**src/rtl/axil_fw_wdg.sv**
```systemverilog
// AXI-Lite inline firewall: address-window DECERR, per-path watchdog with sticky
// hang isolation, and saturating per-class error counters. Write and read paths are independent.
module axil_fw_wdg #(
  parameter int                  G_ADDR_W  = 20,
  parameter int                  G_DATA_W  = 32,
  parameter int                  G_WD_WDT  = 8,
  parameter int                  G_CNT_WDT = 4,
  parameter logic [G_ADDR_W-1:0] G_BASE    = 20'h00000,
  parameter logic [G_ADDR_W:0]   G_SIZE    = 21'h10000
) (
  input  logic                     i_clk,
  input  logic                     i_rst,
  input  logic [G_WD_WDT-1:0]      i_len,
  input  logic                     i_clr,
  input  logic                     s_axil_awvalid,
  input  logic [G_ADDR_W-1:0]      s_axil_awaddr,
  input  logic [2:0]               s_axil_awprot,
  output logic                     s_axil_awready,
  input  logic                     s_axil_wvalid,
  input  logic [G_DATA_W-1:0]      s_axil_wdata,
  input  logic [G_DATA_W/8-1:0]    s_axil_wstrb,
  output logic                     s_axil_wready,
  output logic                     s_axil_bvalid,
  output logic [1:0]               s_axil_bresp,
  input  logic                     s_axil_bready,
  input  logic                     s_axil_arvalid,
  input  logic [G_ADDR_W-1:0]      s_axil_araddr,
  input  logic [2:0]               s_axil_arprot,
  output logic                     s_axil_arready,
  output logic                     s_axil_rvalid,
  output logic [G_DATA_W-1:0]      s_axil_rdata,
  output logic [1:0]               s_axil_rresp,
  input  logic                     s_axil_rready,
  output logic                     m_axil_awvalid,
  output logic [G_ADDR_W-1:0]      m_axil_awaddr,
  output logic [2:0]               m_axil_awprot,
  input  logic                     m_axil_awready,
  output logic                     m_axil_wvalid,
  output logic [G_DATA_W-1:0]      m_axil_wdata,
  output logic [G_DATA_W/8-1:0]    m_axil_wstrb,
  input  logic                     m_axil_wready,
  input  logic                     m_axil_bvalid,
  input  logic [1:0]               m_axil_bresp,
  output logic                     m_axil_bready,
  output logic                     m_axil_arvalid,
  output logic [G_ADDR_W-1:0]      m_axil_araddr,
  output logic [2:0]               m_axil_arprot,
  input  logic                     m_axil_arready,
  input  logic                     m_axil_rvalid,
  input  logic [G_DATA_W-1:0]      m_axil_rdata,
  input  logic [1:0]               m_axil_rresp,
  output logic                     m_axil_rready,
  output logic                     o_wr_hung,
  output logic                     o_rd_hung,
  output logic [6*G_CNT_WDT-1:0]   o_err_cnt,
  output logic                     o_irq
);

  typedef enum logic [1:0] {W_IDLE = 2'd0, W_FWD = 2'd1, W_RESP = 2'd2, W_SRESP = 2'd3} w_state_t;
  typedef enum logic [1:0] {R_IDLE = 2'd0, R_FWD = 2'd1, R_RESP = 2'd2, R_SRESP = 2'd3} r_state_t;

  // Offset from base wraps above G_SIZE when addr < base, so one compare covers both bounds.
  function automatic logic in_window(input logic [G_ADDR_W-1:0] addr);
    logic [G_ADDR_W:0] off;
    off = {1'b0, addr} - {1'b0, G_BASE};
    return (off < G_SIZE);
  endfunction

  // Write path state
  w_state_t                  w_state_q;
  logic                      w_rdy_q;
  logic                      m_awvalid_q, m_wvalid_q, m_bready_q;
  logic                      s_bvalid_q;
  logic [1:0]                s_bresp_q;
  logic [G_ADDR_W-1:0]       aw_addr_q;
  logic [2:0]                aw_prot_q;
  logic [G_DATA_W-1:0]       w_data_q;
  logic [G_DATA_W/8-1:0]     w_strb_q;
  logic [G_WD_WDT-1:0]       wr_wd_q;
  logic                      wr_hung_q;

  // Read path state
  r_state_t                  r_state_q;
  logic                      r_rdy_q;
  logic                      m_arvalid_q, m_rready_q;
  logic                      s_rvalid_q;
  logic [1:0]                s_rresp_q;
  logic [G_DATA_W-1:0]       s_rdata_q;
  logic [G_ADDR_W-1:0]       ar_addr_q;
  logic [2:0]                ar_prot_q;
  logic [G_WD_WDT-1:0]       rd_wd_q;
  logic                      rd_hung_q;

  logic [5:0][G_CNT_WDT-1:0] cnt_q;
  logic                      irq_q;

  // Per-edge decisions
  logic                      wr_hs_d, wr_win_d, wr_fwd_done_d, wr_cpl_d, wr_to_d;
  logic                      rd_hs_d, rd_win_d, rd_fwd_done_d, rd_cpl_d, rd_to_d;
  logic [G_WD_WDT:0]         wr_wd_d, rd_wd_d;
  logic [5:0]                inc_d;

  // Handshake, completion and watchdog decisions for both paths
  always_comb begin
    wr_hs_d       = w_rdy_q && s_axil_awvalid && s_axil_wvalid;
    wr_win_d      = in_window(s_axil_awaddr);
    wr_wd_d       = {1'b0, wr_wd_q} + {{G_WD_WDT{1'b0}}, 1'b1};
    wr_fwd_done_d = (w_state_q == W_FWD) && (!m_awvalid_q || m_axil_awready)
                    && (!m_wvalid_q || m_axil_wready);
    wr_cpl_d      = (w_state_q == W_RESP) && m_axil_bvalid && m_bready_q;
    // A completing handshake on the expiry edge takes precedence over the timeout.
    wr_to_d       = ((w_state_q == W_FWD) || (w_state_q == W_RESP)) && (i_len != '0)
                    && (wr_wd_d >= {1'b0, i_len}) && !wr_fwd_done_d && !wr_cpl_d;

    rd_hs_d       = r_rdy_q && s_axil_arvalid;
    rd_win_d      = in_window(s_axil_araddr);
    rd_wd_d       = {1'b0, rd_wd_q} + {{G_WD_WDT{1'b0}}, 1'b1};
    rd_fwd_done_d = (r_state_q == R_FWD) && (!m_arvalid_q || m_axil_arready);
    rd_cpl_d      = (r_state_q == R_RESP) && m_axil_rvalid && m_rready_q;
    rd_to_d       = ((r_state_q == R_FWD) || (r_state_q == R_RESP)) && (i_len != '0)
                    && (rd_wd_d >= {1'b0, i_len}) && !rd_fwd_done_d && !rd_cpl_d;

    inc_d    = 6'b000000;
    inc_d[0] = wr_cpl_d && (m_axil_bresp == 2'b10);
    inc_d[1] = wr_hs_d && !wr_win_d;
    inc_d[2] = wr_to_d;
    inc_d[3] = rd_cpl_d && (m_axil_rresp == 2'b10);
    inc_d[4] = rd_hs_d && !rd_win_d;
    inc_d[5] = rd_to_d;
  end

  // Write path FSM with registered handshake and payload outputs
  always_ff @(posedge i_clk) begin
    if (i_rst) begin
      w_state_q   <= W_IDLE;
      w_rdy_q     <= 1'b0;
      m_awvalid_q <= 1'b0;
      m_wvalid_q  <= 1'b0;
      m_bready_q  <= 1'b0;
      s_bvalid_q  <= 1'b0;
      s_bresp_q   <= 2'b00;
      aw_addr_q   <= '0;
      aw_prot_q   <= 3'b000;
      w_data_q    <= '0;
      w_strb_q    <= '0;
      wr_wd_q     <= '0;
      wr_hung_q   <= 1'b0;
    end else begin
      case (w_state_q)
        W_IDLE: begin
          m_bready_q <= wr_hung_q && !i_clr;
          if (wr_hs_d) begin
            w_rdy_q   <= 1'b0;
            aw_addr_q <= s_axil_awaddr;
            aw_prot_q <= s_axil_awprot;
            w_data_q  <= s_axil_wdata;
            w_strb_q  <= s_axil_wstrb;
            if (!wr_win_d) begin
              s_bvalid_q <= 1'b1;
              s_bresp_q  <= 2'b11;
              w_state_q  <= W_SRESP;
            end else if (wr_hung_q) begin
              s_bvalid_q <= 1'b1;
              s_bresp_q  <= 2'b10;
              w_state_q  <= W_SRESP;
            end else begin
              m_awvalid_q <= 1'b1;
              m_wvalid_q  <= 1'b1;
              m_bready_q  <= 1'b0;
              wr_wd_q     <= '0;
              w_state_q   <= W_FWD;
            end
          end else begin
            w_rdy_q <= s_axil_awvalid && s_axil_wvalid && !w_rdy_q;
          end
        end
        W_FWD: begin
          wr_wd_q <= wr_wd_d[G_WD_WDT-1:0];
          if (m_axil_awready) m_awvalid_q <= 1'b0;
          if (m_axil_wready)  m_wvalid_q  <= 1'b0;
          if (wr_fwd_done_d) begin
            m_bready_q <= 1'b1;
            w_state_q  <= W_RESP;
          end else if (wr_to_d) begin
            m_awvalid_q <= 1'b0;
            m_wvalid_q  <= 1'b0;
            m_bready_q  <= !i_clr;
            wr_hung_q   <= 1'b1;
            s_bvalid_q  <= 1'b1;
            s_bresp_q   <= 2'b10;
            w_state_q   <= W_SRESP;
          end
        end
        W_RESP: begin
          wr_wd_q <= wr_wd_d[G_WD_WDT-1:0];
          if (wr_cpl_d) begin
            m_bready_q <= 1'b0;
            s_bvalid_q <= 1'b1;
            s_bresp_q  <= m_axil_bresp;
            w_state_q  <= W_SRESP;
          end else if (wr_to_d) begin
            m_bready_q <= !i_clr;
            wr_hung_q  <= 1'b1;
            s_bvalid_q <= 1'b1;
            s_bresp_q  <= 2'b10;
            w_state_q  <= W_SRESP;
          end
        end
        W_SRESP: begin
          m_bready_q <= wr_hung_q && !i_clr;
          if (s_axil_bready) begin
            s_bvalid_q <= 1'b0;
            w_state_q  <= W_IDLE;
          end
        end
        default: begin
          w_state_q <= W_IDLE;
        end
      endcase
      if (i_clr) wr_hung_q <= 1'b0;
    end
  end

  // Read path FSM; isolated or rejected reads return zero data
  always_ff @(posedge i_clk) begin
    if (i_rst) begin
      r_state_q   <= R_IDLE;
      r_rdy_q     <= 1'b0;
      m_arvalid_q <= 1'b0;
      m_rready_q  <= 1'b0;
      s_rvalid_q  <= 1'b0;
      s_rresp_q   <= 2'b00;
      s_rdata_q   <= '0;
      ar_addr_q   <= '0;
      ar_prot_q   <= 3'b000;
      rd_wd_q     <= '0;
      rd_hung_q   <= 1'b0;
    end else begin
      case (r_state_q)
        R_IDLE: begin
          m_rready_q <= rd_hung_q && !i_clr;
          if (rd_hs_d) begin
            r_rdy_q   <= 1'b0;
            ar_addr_q <= s_axil_araddr;
            ar_prot_q <= s_axil_arprot;
            if (!rd_win_d) begin
              s_rvalid_q <= 1'b1;
              s_rresp_q  <= 2'b11;
              s_rdata_q  <= '0;
              r_state_q  <= R_SRESP;
            end else if (rd_hung_q) begin
              s_rvalid_q <= 1'b1;
              s_rresp_q  <= 2'b10;
              s_rdata_q  <= '0;
              r_state_q  <= R_SRESP;
            end else begin
              m_arvalid_q <= 1'b1;
              m_rready_q  <= 1'b0;
              rd_wd_q     <= '0;
              r_state_q   <= R_FWD;
            end
          end else begin
            r_rdy_q <= s_axil_arvalid && !r_rdy_q;
          end
        end
        R_FWD: begin
          rd_wd_q <= rd_wd_d[G_WD_WDT-1:0];
          if (rd_fwd_done_d) begin
            m_arvalid_q <= 1'b0;
            m_rready_q  <= 1'b1;
            r_state_q   <= R_RESP;
          end else if (rd_to_d) begin
            m_arvalid_q <= 1'b0;
            m_rready_q  <= !i_clr;
            rd_hung_q   <= 1'b1;
            s_rvalid_q  <= 1'b1;
            s_rresp_q   <= 2'b10;
            s_rdata_q   <= '0;
            r_state_q   <= R_SRESP;
          end
        end
        R_RESP: begin
          rd_wd_q <= rd_wd_d[G_WD_WDT-1:0];
          if (rd_cpl_d) begin
            m_rready_q <= 1'b0;
            s_rvalid_q <= 1'b1;
            s_rresp_q  <= m_axil_rresp;
            s_rdata_q  <= m_axil_rdata;
            r_state_q  <= R_SRESP;
          end else if (rd_to_d) begin
            m_rready_q <= !i_clr;
            rd_hung_q  <= 1'b1;
            s_rvalid_q <= 1'b1;
            s_rresp_q  <= 2'b10;
            s_rdata_q  <= '0;
            r_state_q  <= R_SRESP;
          end
        end
        R_SRESP: begin
          m_rready_q <= rd_hung_q && !i_clr;
          if (s_axil_rready) begin
            s_rvalid_q <= 1'b0;
            r_state_q  <= R_IDLE;
          end
        end
        default: begin
          r_state_q <= R_IDLE;
        end
      endcase
      if (i_clr) rd_hung_q <= 1'b0;
    end
  end

  // Saturating error counters; clear beats a same-cycle increment
  always_ff @(posedge i_clk) begin
    if (i_rst) begin
      cnt_q <= '0;
      irq_q <= 1'b0;
    end else begin
      irq_q <= |inc_d;
      for (int i = 0; i < 6; i++) begin
        if (i_clr) begin
          cnt_q[i] <= '0;
        end else if (inc_d[i] && (cnt_q[i] != {G_CNT_WDT{1'b1}})) begin
          cnt_q[i] <= cnt_q[i] + {{(G_CNT_WDT-1){1'b0}}, 1'b1};
        end
      end
    end
  end

  assign s_axil_awready = w_rdy_q;
  assign s_axil_wready  = w_rdy_q;
  assign s_axil_bvalid  = s_bvalid_q;
  assign s_axil_bresp   = s_bresp_q;
  assign s_axil_arready = r_rdy_q;
  assign s_axil_rvalid  = s_rvalid_q;
  assign s_axil_rdata   = s_rdata_q;
  assign s_axil_rresp   = s_rresp_q;
  assign m_axil_awvalid = m_awvalid_q;
  assign m_axil_awaddr  = aw_addr_q;
  assign m_axil_awprot  = aw_prot_q;
  assign m_axil_wvalid  = m_wvalid_q;
  assign m_axil_wdata   = w_data_q;
  assign m_axil_wstrb   = w_strb_q;
  assign m_axil_bready  = m_bready_q;
  assign m_axil_arvalid = m_arvalid_q;
  assign m_axil_araddr  = ar_addr_q;
  assign m_axil_arprot  = ar_prot_q;
  assign m_axil_rready  = m_rready_q;
  assign o_wr_hung      = wr_hung_q;
  assign o_rd_hung      = rd_hung_q;
  assign o_err_cnt      = cnt_q;
  assign o_irq          = irq_q;

endmodule

```
**config.mk**
```make
export PLATFORM = sky130hd
export DESIGN_NAME = axil_fw_wdg
export DESIGN_NICKNAME = d
export VERILOG_FILES = /design/src/rtl/axil_fw_wdg.sv
export SDC_FILE = /design/constraint.sdc
export NUM_CORES = 1
export LEC_CHECK = 0
export CAP_MARGIN = 10
export CORE_AREA = 2 2 113 115
export DETAILED_ROUTE_END_ITERATION = 10
export DIE_AREA = 0 0 115 117
export DONT_BUFFER_PORTS = 1
export GPL_TIMING_DRIVEN = 0
export PLACE_DENSITY = 0.78
export SYNTH_ARGS = -nofsm -noshare
export SYNTH_HDL_FRONTEND = slang
export SYNTH_SLANG_ARGS = --single-unit
export TNS_END_PERCENT = 20
```
**constraint.sdc**
```tcl
create_clock -name i_clk -period 4.6 [get_ports i_clk]
set_clock_uncertainty 0.05 [all_clocks]
set_input_delay 0.92 -clock i_clk [delete_from_list [all_inputs] [get_ports i_clk]]
set_output_delay 0.92 -clock i_clk [all_outputs]
set_load 0.03 [all_outputs]
```
==> results_dict.tcl, run 1 <==
set metrics [dict create \
    crit_chain "ha_1, nand3_1, or2_2, xnor2_1, ha_1, a21o_1, a221o_1, a211oi_2, nor2_1, buf_4, nor3_1, a21oi_1" \
    p_leak_nw 3.05 \
    period_share_pct 76.9 \
    period_needed_ns 3.54 \
    clock-sinks 174 \
    ctsResizeCount 0 \
    finalInstanceArea_sq_um 8450 \
    dp.cells 1099 \
    final_nets 1140 \
    synth-main-ff-cell "dfxtp_1" \
    yosys_warnings 0 \
    critPathKind "reg2reg" \
    worstPathMaxFanout 10 \
    async_flop_share_pct 0 \
    vias_per_cell 5.74 \
    fill_cells 1009 \
    drv_slew 0 \
    regToRegStartpoint "wr_wd_q[0]$_SDFFE_PP0P_" \
    fp.dieW_um 115 \
    synth.area.top_cells "dfxtp_1 46%, nand2_1 13%, a21oi_1 7.7%, ha_1 5.4%, nor2_1 3.0%" \
    synth_edf_count 0 \
    cts.path.max_buffers 2 \
    layout-drive-gt1-share_pct 6.22 \
    cts-root-buf "clkbuf_16" \
    dieArea_sq_um 13500 \
    totalWireLength_mm 19.0 \
    stdcell_count 1131 \
    gr-total-overflow 0 \
    cts_setup_buffers 0 \
    clk_latency_ns 0.42 \
    avgSynthCellArea_sq_um 8.04 \
    synth_cell_types 57 \
    synth_area_leader_cell "dfxtp_1" \
    rows 41 \
    netlist.area_leader.share_pct 45.6 \
    dp_hpwl_mm 14.2 \
    grt_pass1_vias 5710 \
    ys_ff_latch 174 \
    final_core_util_pct 68.6 \
    syn_to_final_growth_pct 10.8 \
    die_y_um 117 \
    fmax_mhz 283 \
    crit_required_ns 4.83 \
    portBuffers 0 \
    synth_common_cells "269 x nand2_1, 174 x dfxtp_1, 118 x a21oi_1" \
    timing.rr.end "o_irq$_SDFF_PP0_" \
    synth_most_common_cell "nand2_1" \
    rsz0062_at_grt "no" \
    max_slew_margin_pct 55.3 \
    gp_congestion 0.905 \
    max_cap_viol_count 0 \
    synth_area_sq_um 7630 \
    tightestPinTransition_ns 0.668 \
    antennaDiodeCount 0 \
    hold_start "wr_wd_q[1]$_SDFFE_PP0P_" \
    ant_nets 0 \
    hold_ws_ns 0.492 \
    reg2reg_slack_ns 1.06 \
    wl_per_cell_um 16.8 \
    cpMostUsedCell "ha_1" \
    drc_errors 0 \
    holdPathStages 2 \
    htreeDepth 4 \
    hold_path_class "reg2reg" \
    numCtsBuffers 17 \
    status "finished, final reports clean" \
    fin_setup_tns_ns 0 \
    grt_usage_pct 26.7 \
    firstDrtPassIters 5 \
    seq_area_frac_synth_pct 45.6 \
    cts_tree "built" \
    p_per_area_nw_per_um2 472 \
    synthesis.instances 949 \
    fp.coreArea_sq_um 12300 \
    vias 6490 \
    drtIter0Drc 400 \
    place_area_sq_um 7820 \
    clk_pin_slew_ns 0.06 \
    ir_drop_mv 0.275 \
    hold_viol 0 \
    arrival_ns 3.77 \
    ios 294 \
    grt_max_degree 17 \
    worstHoldEndpoint "wr_wd_q[1]$_SDFFE_PP0P_" \
    antenna_found_initial 0 \
    syn_nets 1121 \
    holdBufCountCts 0 \
    finalSetupViolations 0 \
    reg2regPathDepth 12 \
    grt_pass1_wl_mm 28.4 \
    start_util_pct 62.0 \
    start_kind "register" \
    end_kind "register" \
    critPathSlowestCell "dfxtp_1" \
    max_stage_delay_ns 0.42 \
]
## layer usage
| layer | part of all wire (%) | wire length [um] | GRT usage (%) |
|---|---|---|---|
| met1 | 40 | 7690 | 32.4 |
| met5 | 0 | 0 | 0 |
| met2 | 48 | 9150 | 44.3 |
| met3 | 9.4 | 1780 | 9.11 |
| met4 | 2.0 | 376 | 9.48 |
## cell type report
type                       count  area, sq um  share of cell area, %
clock inverter                10          149                   1.76
clock buffer                  22          484                   5.73
sequential                   174         3480                   41.2
buffer                        52          219                   2.59
inverter                      20         75.1                  0.888
multi-input combinational    703         3850                   45.6
tap                          150          188                   2.22
## report_power, final
part / internal [W] / switching, W / total (W)
combinational: 0.000247 / 0.000460 / 0.000708
sequential: 0.00158 / 0.000179 / 0.00176
clock: 0.000921 / 0.000600 / 0.00152
## placed cells by master, fill, tap and decap left out, types with 9 or more instances in the layout
| cell type | n |
|---|---|
| nor2_1 | 61 |
| xnor2_1 | 11 |
| clkbuf_1 | 41 |
| o21ai_1 | 30 |
| ha_1 | 33 |
| nand2_1 | 269 |
| clkbuf_16 | 17 |
| nand4_1 | 9 |
| nor2b_1 | 10 |
| o21ai_0 | 17 |
| nand3_1 | 20 |
| a21oi_1 | 118 |
| xor2_1 | 13 |
| and3_1 | 9 |
| inv_1 | 20 |
| mux2i_1 | 9 |
| dfxtp_1 | 174 |
## cell families after synthesis
family / Yosys count / synth area share (%)
AOI/OAI and AO/OA: 226 / 18.1
xor gates and xnor gates: 24 / 2.75
adders and majority gates: 33 / 5.41
buffers and inverters: 72 / 3.85
DFF: 174 / 45.6
muxes: 9 / 1.18
and+or+nand+nor: 411 / 23.0
## flip-flops by register name, summed over array words and instances, names as in the netlist, 3 cells and up
name           cells
m_axil_awprot      3
rd_wd_q            8
m_axil_wdata      32
o_err_cnt         24
m_axil_arprot      3
m_axil_wstrb       4
m_axil_araddr     20
wr_wd_q            8
m_axil_awaddr     20
s_axil_rdata      32
## critical path, delay by kind of cell (launching register included)
| family | cells | cell delay (ns) |
|---|---|---|
| XOR/XNOR | 1 | 0.14 |
| adder cells (fa/ha/maj) | 2 | 0.55 |
| flip-flops | 1 | 0.42 |
| AND/OR/NAND/NOR | 4 | 1.01 |
| AO/OA/AOI/OAI | 4 | 1.01 |
| buffers and inverters | 1 | 0.21 |
## worst max path at each step
stage | startpoint | to | slack [ns] | depth (start not counted)
finish | wr_wd_q[0]$_SDFFE_PP0P_ | o_irq$_SDFF_PP0_ | 1.06 | 12
global placement | wr_wd_q[0]$_SDFFE_PP0P_ | o_irq$_SDFF_PP0_ | 1.17 | 12
detailed placement | wr_wd_q[0]$_SDFFE_PP0P_ | o_irq$_SDFF_PP0_ | 1.13 | 12
floorplan | wr_wd_q[0]$_SDFFE_PP0P_ | s_axil_bvalid$_SDFFE_PP0P_ | 1.63 | 11
CTS | wr_wd_q[0]$_SDFFE_PP0P_ | o_irq$_SDFF_PP0_ | 1.11 | 12
global route | wr_wd_q[0]$_SDFFE_PP0P_ | o_irq$_SDFF_PP0_ | 0.94 | 12
## stage by stage
| step | worst slack [ns] | total power [W] |
|---|---|---|
| 2_1_floorplan | 1.63 | 0.00232 |
| 3_3_place_gp | 1.17 | 0.00248 |
| 3_5_place_dp | 1.13 | 0.00249 |
| 4_1_cts | 1.11 | 0.00400 |
| 5_1_grt | 0.936 | 0.00416 |
| 6_report | 1.06 | 0.00399 |
No activity file was read; power rests on OpenSTA's default activity.
==> run 2: changes to the inputs <==
--- a/config.mk
+++ b/config.mk
@@ -6,12 +6,12 @@
 export NUM_CORES = 1
 export LEC_CHECK = 0
 export CAP_MARGIN = 10
-export CORE_AREA = 2 2 113 115
+export CORE_MARGIN = 1.5
+export CORE_UTILIZATION = 63
 export DETAILED_ROUTE_END_ITERATION = 10
-export DIE_AREA = 0 0 115 117
 export DONT_BUFFER_PORTS = 1
 export GPL_TIMING_DRIVEN = 0
-export PLACE_DENSITY = 0.78
+export PLACE_DENSITY = 0.79
 export SYNTH_ARGS = -nofsm -noshare
 export SYNTH_HDL_FRONTEND = slang
 export SYNTH_SLANG_ARGS = --single-unit
==> constraint.sdc (replaced) <==
create_clock -name i_clk -period 3.4 [get_ports i_clk]
set_clock_uncertainty 0.05 [all_clocks]
set_input_delay 0.68 -clock i_clk [delete_from_list [all_inputs] [get_ports i_clk]]
set_output_delay 0.68 -clock i_clk [all_outputs]
set_load 0.03 [all_outputs]
==> results_dict.tcl, run 2 (synthesized netlist as in run 1, its figures left out) <==
set metrics [dict create \
    clk_latency_ns 0.43 \
    ios 294 \
    critPathKind "reg2reg" \
    period_needed_ns 3.15 \
    fp.dieW_um 113 \
    drt-met1-wl_mm 7.96 \
    dp_hpwl_mm 14.6 \
    antenna_found_initial 0 \
    rsz0062_at_grt "no" \
    p_leak_nw 3.02 \
    fill_cells 1004 \
    arrival_ns 3.42 \
    finalSetupViolations 0 \
    status "finished, final reports clean" \
    drtIter0Drc 463 \
    gr-total-overflow 0 \
    tightestPinTransition_ns 0.683 \
    drc_errors 0 \
    max_cap_viol_count 0 \
    firstDrtPassIters 5 \
    hold_path_class "in2reg" \
    rows 40 \
    cts_tree "built" \
    cts.path.max_buffers 2 \
    cts_setup_buffers 0 \
    grt_pass1_wl_mm 30.4 \
    antennaDiodeCount 0 \
    grt_max_degree 17 \
    fmax_mhz 318 \
    final_common_cell "nand2_1" \
    gp_congestion 0.878 \
    wl_met2_mm 9.51 \
    ant_nets 0 \
    wl_met3_mm 1.63 \
    portBuffers 0 \
    worstPathMaxFanout 4 \
    grt_pass1_vias 6110 \
    vias 6623 \
    end_kind "register" \
    holdBufCountCts 0 \
    layout-drive-gt1-share_pct 6.52 \
    htreeDepth 4 \
    die_y_um 113 \
    layout_common_cells "269 x nand2_1, 173 x dfxtp_1, 118 x a21oi_1" \
    drv_slew 0 \
    crit_required_ns 3.67 \
    top_layer "met4" \
    numCtsBuffers 17 \
    p_per_area_nw_per_um2 629 \
    final_core_util_pct 70.7 \
    period_share_pct 92.6 \
    wl_per_cell_um 17.3 \
    fp.coreArea_sq_um 11900 \
    fin_setup_tns_ns 0 \
    clk_pin_slew_ns 0.07 \
    hold_viol 0 \
    syn_to_final_growth_pct 10.4 \
    vias_per_cell 5.87 \
    final_nets 1140 \
    ir_drop_mv 0.362 \
    clock-sinks 174 \
    ctsResizeCount 0 \
    start_kind "register" \
    totalWireLength_mm 19.5 \
    cts-root-buf "clkbuf_16" \
    max_slew_margin_pct 54.5 \
    start_util_pct 64.1 \
    dieArea_sq_um 12800 \
    grt_usage_pct 29.8 \
]
[run 2: worst max-delay path, cell delays in order, from the launching register on]
cell and delay (ns):
dfxtp_1 0.38, ha_2 0.24, nand3_1 0.14, or2_2 0.36, xnor2_1 0.14, ha_1 0.29
a21o_1 0.16, a221o_1 0.37, a211oi_4 0.28, nor2_2 0.12, o311a_1 0.30, o221a_1 0.21
[run 2: routing by layer]
| layer | vias up | track usage (%) |
|---|---|---|
| met5 | - | 0 |
| met4 | 0 | 11.2 |
| met3 | 42 | 9.21 |
| met2 | 261 | 49.2 |
| met1 | 3051 | 36.8 |
| li1 | 3269 | - |
[run 2: area by class of cell]
cell class                 instances  area (sq um)  share of cell area, %
multi-input combinational        703          3870                   45.9
sequential                       174          3480                   41.4
clock buffer                      21           460                   5.46
buffer                            52           219                   2.60
tap                              147           184                   2.18
clock inverter                    11           131                   1.56
inverter                          20          75.1                  0.891
[run 2: worst paths after layout]
kind / endpoint / startpoint / cells after the start / slack, ns
max: s_axil_bvalid$_SDFFE_PP0P_ / wr_wd_q[1]$_SDFFE_PP0P_ / 11 / 0.25
min reg2reg: rd_wd_q[1]$_SDFFE_PP0P_ / rd_wd_q[1]$_SDFFE_PP0P_ / 2 / 0.50
min: s_axil_rdata[27]$_SDFFE_PP0P_ / m_axil_rdata[27] / 2 / 0.32
max reg2reg: s_axil_bvalid$_SDFFE_PP0P_ / wr_wd_q[1]$_SDFFE_PP0P_ / 11 / 0.25
[run 2: stage by stage]
step | power [W] | setup slack (ns) | std cells | hold slack (ns) | instance area, sq um
floorplan | 0.00314 | 0.430 | 949 | 0.446 | 7630
global placement | 0.00335 | 0.0919 | 1096 | 0.480 | 7820
detailed placement | 0.00337 | 0.0705 | 1096 | 0.485 | 7820
CTS | 0.00530 | 0.0593 | 1128 | 0.306 | 8410
global route | 0.00554 | 0.0372 | 1128 | 0.308 | 8430
finish | 0.00530 | 0.253 | 1128 | 0.317 | 8430
[run 2: where the power goes]
| group | switching (W) | internal (W) | total, W |
|---|---|---|---|
| sequential | 0.000246 | 0.00214 | 0.00238 |
| clock | 0.000810 | 0.00113 | 0.00194 |
| combinational | 0.000640 | 0.000337 | 0.000977 |
